### config.mk
export PLATFORM = sky130hd
export DESIGN_NAME = out_mapper
export DESIGN_NICKNAME = d
export VERILOG_FILES = /design/src/rtl/out_mapper.sv
export SDC_FILE = /design/constraint.sdc
export NUM_CORES = 1
export LEC_CHECK = 0
export CORE_ASPECT_RATIO = 0.9
export CORE_UTILIZATION = 50
export DETAILED_ROUTE_END_ITERATION = 8
export GPL_TIMING_DRIVEN = 0
export PLACE_DENSITY = 0.77
export SLEW_MARGIN = 5
export SYNTH_ARGS = -nofsm -noshare
export SYNTH_HDL_FRONTEND = slang
export SYNTH_SLANG_ARGS = --single-unit
### constraint.sdc
create_clock -name clk -period 4.85 [get_ports clk]
set_input_delay 0.7275 -clock clk [delete_from_list [all_inputs] [get_ports clk]]
set_output_delay 0.7275 -clock clk [all_outputs]
set_load 0.03 [all_outputs]
### src/rtl/out_mapper.sv
// out_mapper: SpiNNaker receive-side packet to AER event mapper.
// Checks odd parity, forwards multicast keys through a small FIFO,
// and dumps traffic when the AER side stalls or when commanded.
// Ports:
//   clk, rst            clock, synchronous active-high reset
//   opkt_data/vld/rdy   SpiNNaker packet in ([7:0] hdr, [39:8] key, [71:40] payload)
//   oaer_data/vld/rdy   AER event out (low AER_WIDTH key bits)
//   dump_on/dump_off    force / release dump mode (dump_on wins)
//   cnt_clear           zero both counters
//   dump_mode           1 while packets are discarded
//   parity_err_cnt      saturating count of parity failures
//   drop_cnt            saturating count of non-MC and dumped packets
module out_mapper #(
  parameter int AER_WIDTH  = 32,
  parameter int FIFO_DEPTH = 4,
  parameter int TIMEOUT    = 128
) (
  input  logic                 clk,
  input  logic                 rst,
  input  logic [71:0]          opkt_data,
  input  logic                 opkt_vld,
  output logic                 opkt_rdy,
  output logic [AER_WIDTH-1:0] oaer_data,
  output logic                 oaer_vld,
  input  logic                 oaer_rdy,
  input  logic                 dump_on,
  input  logic                 dump_off,
  input  logic                 cnt_clear,
  output logic                 dump_mode,
  output logic [15:0]          parity_err_cnt,
  output logic [15:0]          drop_cnt
);

  localparam int PW = (FIFO_DEPTH > 1) ? $clog2(FIFO_DEPTH) : 1;
  localparam int CW = $clog2(FIFO_DEPTH + 1);
  localparam logic [PW-1:0] PTR_LAST = PW'(FIFO_DEPTH - 1);
  localparam logic [CW-1:0] CNT_FULL = CW'(FIFO_DEPTH);
  localparam logic [7:0]    TO_LOAD  = 8'(TIMEOUT);

  logic [AER_WIDTH-1:0] mem [FIFO_DEPTH];
  logic [PW-1:0]        wr_ptr;
  logic [PW-1:0]        rd_ptr;
  logic [CW-1:0]        count;
  logic                 cmd_dump;
  logic [7:0]           to_cnt;
  logic                 to_flag;

  logic fifo_full;
  logic fifo_empty;
  logic accept;
  logic parity_ok;
  logic is_mc;
  logic push;
  logic pop;
  logic inc_perr;
  logic inc_drop;

  assign fifo_full  = (count == CNT_FULL);
  assign fifo_empty = (count == '0);

  assign opkt_rdy = ~fifo_full | dump_mode;
  assign accept   = opkt_vld & opkt_rdy;

  // Parity covers 40 bits, or all 72 when the payload flag is set.
  assign parity_ok = opkt_data[1] ? (^opkt_data) : (^opkt_data[39:0]);
  assign is_mc     = (opkt_data[7:6] == 2'b00);

  assign push     = accept & ~dump_mode & parity_ok & is_mc;
  assign inc_drop = accept & (dump_mode | (parity_ok & ~is_mc));
  assign inc_perr = accept & ~dump_mode & ~parity_ok;

  // In dump mode the head is drained every cycle with no output.
  assign pop = ~fifo_empty & (dump_mode | oaer_rdy);

  assign oaer_vld  = ~fifo_empty & ~dump_mode;
  assign oaer_data = fifo_empty ? '0 : mem[rd_ptr];

  always_ff @(posedge clk) begin
    if (push) begin
      mem[wr_ptr] <= opkt_data[8 +: AER_WIDTH];
    end
  end

  always_ff @(posedge clk) begin
    if (rst) begin
      wr_ptr <= '0;
      rd_ptr <= '0;
      count  <= '0;
    end else begin
      if (push) begin
        wr_ptr <= (wr_ptr == PTR_LAST) ? '0 : wr_ptr + 1'b1;
      end
      if (pop) begin
        rd_ptr <= (rd_ptr == PTR_LAST) ? '0 : rd_ptr + 1'b1;
      end
      unique case ({push, pop})
        2'b10:   count <= count + 1'b1;
        2'b01:   count <= count - 1'b1;
        default: count <= count;
      endcase
    end
  end

  // Stall timer: flag raises once the counter has sat at zero.
  always_ff @(posedge clk) begin
    if (rst) begin
      to_cnt  <= TO_LOAD;
      to_flag <= 1'b0;
    end else if (oaer_rdy | fifo_empty) begin
      to_cnt  <= TO_LOAD;
      to_flag <= 1'b0;
    end else if (to_cnt != 8'd0) begin
      to_cnt  <= to_cnt - 8'd1;
      to_flag <= 1'b0;
    end else begin
      to_flag <= 1'b1;
    end
  end

  always_ff @(posedge clk) begin
    if (rst) begin
      cmd_dump  <= 1'b1;
      dump_mode <= 1'b1;
    end else begin
      if (dump_on) begin
        cmd_dump <= 1'b1;
      end else if (dump_off) begin
        cmd_dump <= 1'b0;
      end
      dump_mode <= cmd_dump | to_flag;
    end
  end

  always_ff @(posedge clk) begin
    if (rst) begin
      parity_err_cnt <= '0;
      drop_cnt       <= '0;
    end else if (cnt_clear) begin
      parity_err_cnt <= '0;
      drop_cnt       <= '0;
    end else begin
      if (inc_perr && parity_err_cnt != 16'hFFFF) begin
        parity_err_cnt <= parity_err_cnt + 16'd1;
      end
      if (inc_drop && drop_cnt != 16'hFFFF) begin
        drop_cnt <= drop_cnt + 16'd1;
      end
    end
  end

endmodule

Word level (Yosys, flattened, before mapping) --
Memory sizes are Yosys's and may differ from the RTL's. A register that Yosys moved wholly into a read port is not among the register bits. Cells that the tools add are included.
Word-level totals: register bits 50, RAM bits 128, bits of input ports 79, output and inout bits 67, logic and storage cells 64, memories 1
Cells by class: add/sub/neg operators 7, equality and inequality tests 7, muxes and demuxes 10, bitwise logic cells 19, reduce and logical (&&, ||, !) cells 11
Memory list:
- mem | words 4, bits a word 32, rd ports 1, clocked after Yosys merged registers in 1, write ports 1, RTL line 40 | logic [AER_WIDTH-1:0] mem [FIFO_DEPTH];
Operator list (number):
- parity 72 bit | 1
- parity 40 bit | 1
- adder 16 x 1 -> 16 bit, second input constant | 2
- 2-to-1 mux 32 bit | 1
- != test 16 bit, second input constant | 2
- bitwise AND 1 bit | 9
- 2-to-1 mux 2 bit | 4
- nonzero test 8 bit | 1
- subtractor 8 x 1 -> 8 bit, second input constant | 1
- equality test 2 bit, second input constant | 3
- one-hot mux 3 bit (2 select lines) | 1
- OR reduction 2 bit | 3
- NOT 1 bit | 5
- OR 1 bit | 5
- adder 2 x 1 -> 2 bit, second input constant | 2
- 2-to-1 mux 1 bit | 4
- adder 3 x 1 -> 3 bit, second input constant | 1
- equality test 3 bit, second input constant | 1
- logical NOT 3 bit | 1
- subtractor 3 x 1 -> 3 bit, second input constant | 1
- equality test 2 x 1 -> 1 bit, second input constant | 1
- logical AND 1 bit | 2
- logical NOT 2 bit | 1
- nonzero test 2 bit | 1

Depth between registers and ports, before layout --
word-level depth 9, mapped depth 18, mapped depth without buffers 17

Least setup slack after synthesis --
OpenSTA, ideal clock, no wires.
path kind in2reg, start input opkt_data[6], end register count[2], setup time 0.070 ns, arrival time 4.069 ns, slack 0.710 ns, stages on the path 18, cells stage by stage inv_1 ha_1 xnor2_1 xnor2_1 xnor2_1 xnor3_2 xnor2_2 a21boi_2 or2_2 and3_1 clkbuf_1 inv_1 ha_1 inv_1 fa_1 xor2_1 or3_1 a21oi_1
Between the ends: cells in the longest elaborated chain, start to end 6
Ends and longest elaborated chain:
- from (decl) | RTL line 20 | input logic [71:0] opkt_data,
- parity 72 bit or parity 40 bit (tied branches) | RTL line 65 | assign parity_ok = opkt_data[1] ? (^opkt_data) : (^opkt_data[39:0]);
- 2-to-1 mux 1 bit | RTL line 65
- bitwise AND 1 bit | RTL line 68 | assign push = accept & ~dump_mode & parity_ok & is_mc;
- bitwise AND 1 bit (*) | RTL line 68
- equality test 2 x 1 -> 1 bit or equality test 2 bit (tied branches) | RTL line 96 | unique case ({push, pop})
- one-hot mux 3 bit (2 select lines) or nonzero test 2 bit (tied branches)
- to (signal assigned) | RTL line 97 | 2'b10: count <= count + 1'b1;
- to (signal assigned) | RTL line 98 | 2'b01: count <= count - 1'b1;
- to (signal assigned) | RTL line 99 | default: count <= count;
- to (decl) | RTL line 43 | logic [CW-1:0] count;
Mark *: on every way between the ends. The rest lies on a longest branch, timed or not. A chain may end at the register's enable or synchronous reset.

Worst setup path in the final report --
Ends and elaborated chain as after synthesis.

==> flow_summary.ini <==
[status]
status = complete, no violations

[synth]
yosys_warnings = 0
yosys.area.top_type = edfxtp_1
synth_top_cell_area_share = 0.480
synth_nets = 668
yosys-top-cells-count = edfxtp_1, xnor2_1, nor2_1, dfxtp_1
async_reset_ff_frac = 0
yosys.cell_count.top_type = edfxtp_1
syn_area_sq_um = 8010
synth-edff-count = 128
synth_top_family_by_area = simple AND/OR/NAND/NOR gates
synth_compound_area_frac = 0.0411
synthCells = 577
synth-xor-area-share = 0.107
synth_cell_type_count = 47
yosysSeqAreaShare = 0.610
yosys.area_share.simple = 0.108
ys_ff_latch = 180
avgSynthCellArea_sq_um = 13.9
yosys-top-cells-area = edfxtp_1, dfxtp_1, mux4_2
synth_ff_type = edfxtp_1
muxShareOfSynthArea = 0.0963
yosys.area_share.adder = 0.0197

[final_layout]
fin_cells = 960
drive_above_1_share = 0.106
fin_area_sq_um = 10400
postLayoutCoreUtil = 0.667
antenna_cells = 0
nFillCells = 1128
nNetsFinal = 836
syn_to_final_growth_pct = 29.6

[sta]
rsz0062_at_grt = no
slew_violations = 0
slew-limit-headroom = 0.210
tightest_slew_ns = 1.18
fin_hold_ws_ns = 0.409
setup_viol = 0
fin_crit_ns = 4.58
fmax_mhz = 218
skew_ns = 0.0112
fin_ws_ns = 0.269
finalCritPeriodShare = 0.945
hold_violations = 0

[detailed_routing]
antenna_left = 0
num_vias = 5052
wirelength_um = 16300
drtIter0Drc = 303
avgRoutedWirePerCell_um = 16.9
drc = 0
viasPerCell = 5.26
drt_pre_antenna_iters = 4

[cts]
post_cts_buffers = 0
ctsHoldBuffers = 0
cts_root_buf = clkbuf_16
clockBufferDepth = 2
clk_latency_ns = 0.43
cts.sinks = 180
cts_resized = 0
cts_tree = yes
clkTransAtPathRegs_ns = 0.06
numCtsBuffers = 17
htreeDepth = 4

[power]
power_density_nw_per_um2 = 477
irDropWorstVdd_mv = 0.314
p_leak_uw = 0.00337

[setup_path]
cp_data_arrival_time_ns = 4.94
crit_type = in -> reg
worstPathCellList = clkdlybuf4s50_1 > inv_1 > ha_1 > xnor2_1 > xnor2_1 > xnor2_1 > xnor3_2 > xnor2_2 > nor3_2 > or2_2 > and3_1 > clkbuf_1 > inv_1 > ha_1 > inv_1 > fa_1 > xor2_1 > or3_1 > a21oi_1
setup.worst_path.end_class = register
worstPathRequired_ns = 5.20
cpPeakStageDelay_ns = 0.48
path_delay_family = XOR/XNOR gates
cp-start-kind = primary input
cp_slowest_cell = clkdlybuf4s50_1
critPathBufInv = 5
path_max_fanout = 7

[floorplanning]
start_util = 0.515
dieArea_sq_um = 16500
io_pins = 146
die-width_um = 135
rows = 43
core_sq_um = 15500
die_h_um = 122

[global_route]
grt_util_met1 = 0.259
grt_max_degree = 21
grt_pass1_vias = 5236
met3_usage = 0.0416
antenna_found_initial = 0
grt_pass1_wl_um = 25600
grtUsageMet2 = 0.354
overflow = 0
busiest_layer = met2
grt_usage = 0.209

[placed_design]
placed_area_sq_um = 9830
io_buffers = 145
gp_congestion = 0.822
dpl.hpwl_um = 11600
dpl.cell_count = 928
dp_slack_ns = -0.188

[run]
drv_cap = 0

[worst_hold_path]
hold_class = reg -> reg
final timing paths:
kind / to / from / depth (start not counted) / slack, ns
setup / recovery: count[2] / opkt_data[6] / 19 / 0.27
hold / removal: dump_mode / to_flag / 1 / 0.41
setup reg to reg: count[1] / count[2] / 9 / 2.07
hold reg to reg: dump_mode / to_flag / 1 / 0.41
per-layer routing:
layer  vias to the layer above  share of wire
met1                      2497           0.44
met4                         0          0.026
li1                       2410              -
met2                       114           0.51
met3                        31          0.031
met5                         -              0
where the power goes:
group	total, uW	internal [uW]	switching, uW	leakage (uW)
clock	1290	746	546	0.000268
combinational	1930	870	1060	0.00153
sequential	1730	1690	37.6	0.00157
total	4950	3310	1640	0.00337
layout make-up:
type                            count  area, sq um  share of cell area
Multi-Input combinational cell    358         2980               0.287
Clock inverter                     13          115              0.0111
Inverter                           23         86.3             0.00832
Sequential cell                   180         4880               0.471
Timing Repair Buffer              149         1560               0.151
Clock buffer                       19          433              0.0417
Buffer                             16         61.3             0.00591
Tap cell                          202          253              0.0244
layout by cell type (no fill, tap or decap), types with 11 or more instances in the layout:
cell type	instances
nor2b_1	32
a21oi_1	13
mux4_2	32
nor2_1	53
nand2_1	25
xor2_1	15
xnor2_1	78
inv_1	23
nand3_1	14
dfxtp_1	52
edfxtp_1	128
clkbuf_1	14
clkbuf_16	17
ha_1	11
nor3_1	16
clkdlybuf4s50_1	145
metrics by stage:
step	TNS [ns]	power, uW
3_3_place_gp	-77.24	3660
6_report	0	4950
5_1_grt	0	5180
3_5_place_dp	-0.191	3710
2_1_floorplan	0	3060
4_1_cts	0	5000
logic make-up after synthesis:
kind of cell	count (synthesis)
simple gates	173
compound gates	41
flops	180
buf+inv	39
xor+xnor	95
fa+ha+maj	12
mux	37
flip-flops by register name, summed over array words and instances (netlist names), named ones only:
name	cells
to_flag	1
wr_ptr	2
count	3
mem	128
drop_cnt	16
dump_mode	1
to_cnt	8
cmd_dump	1
rd_ptr	2
parity_err_cnt	16
No activity file was read; power rests on OpenSTA's default activity.
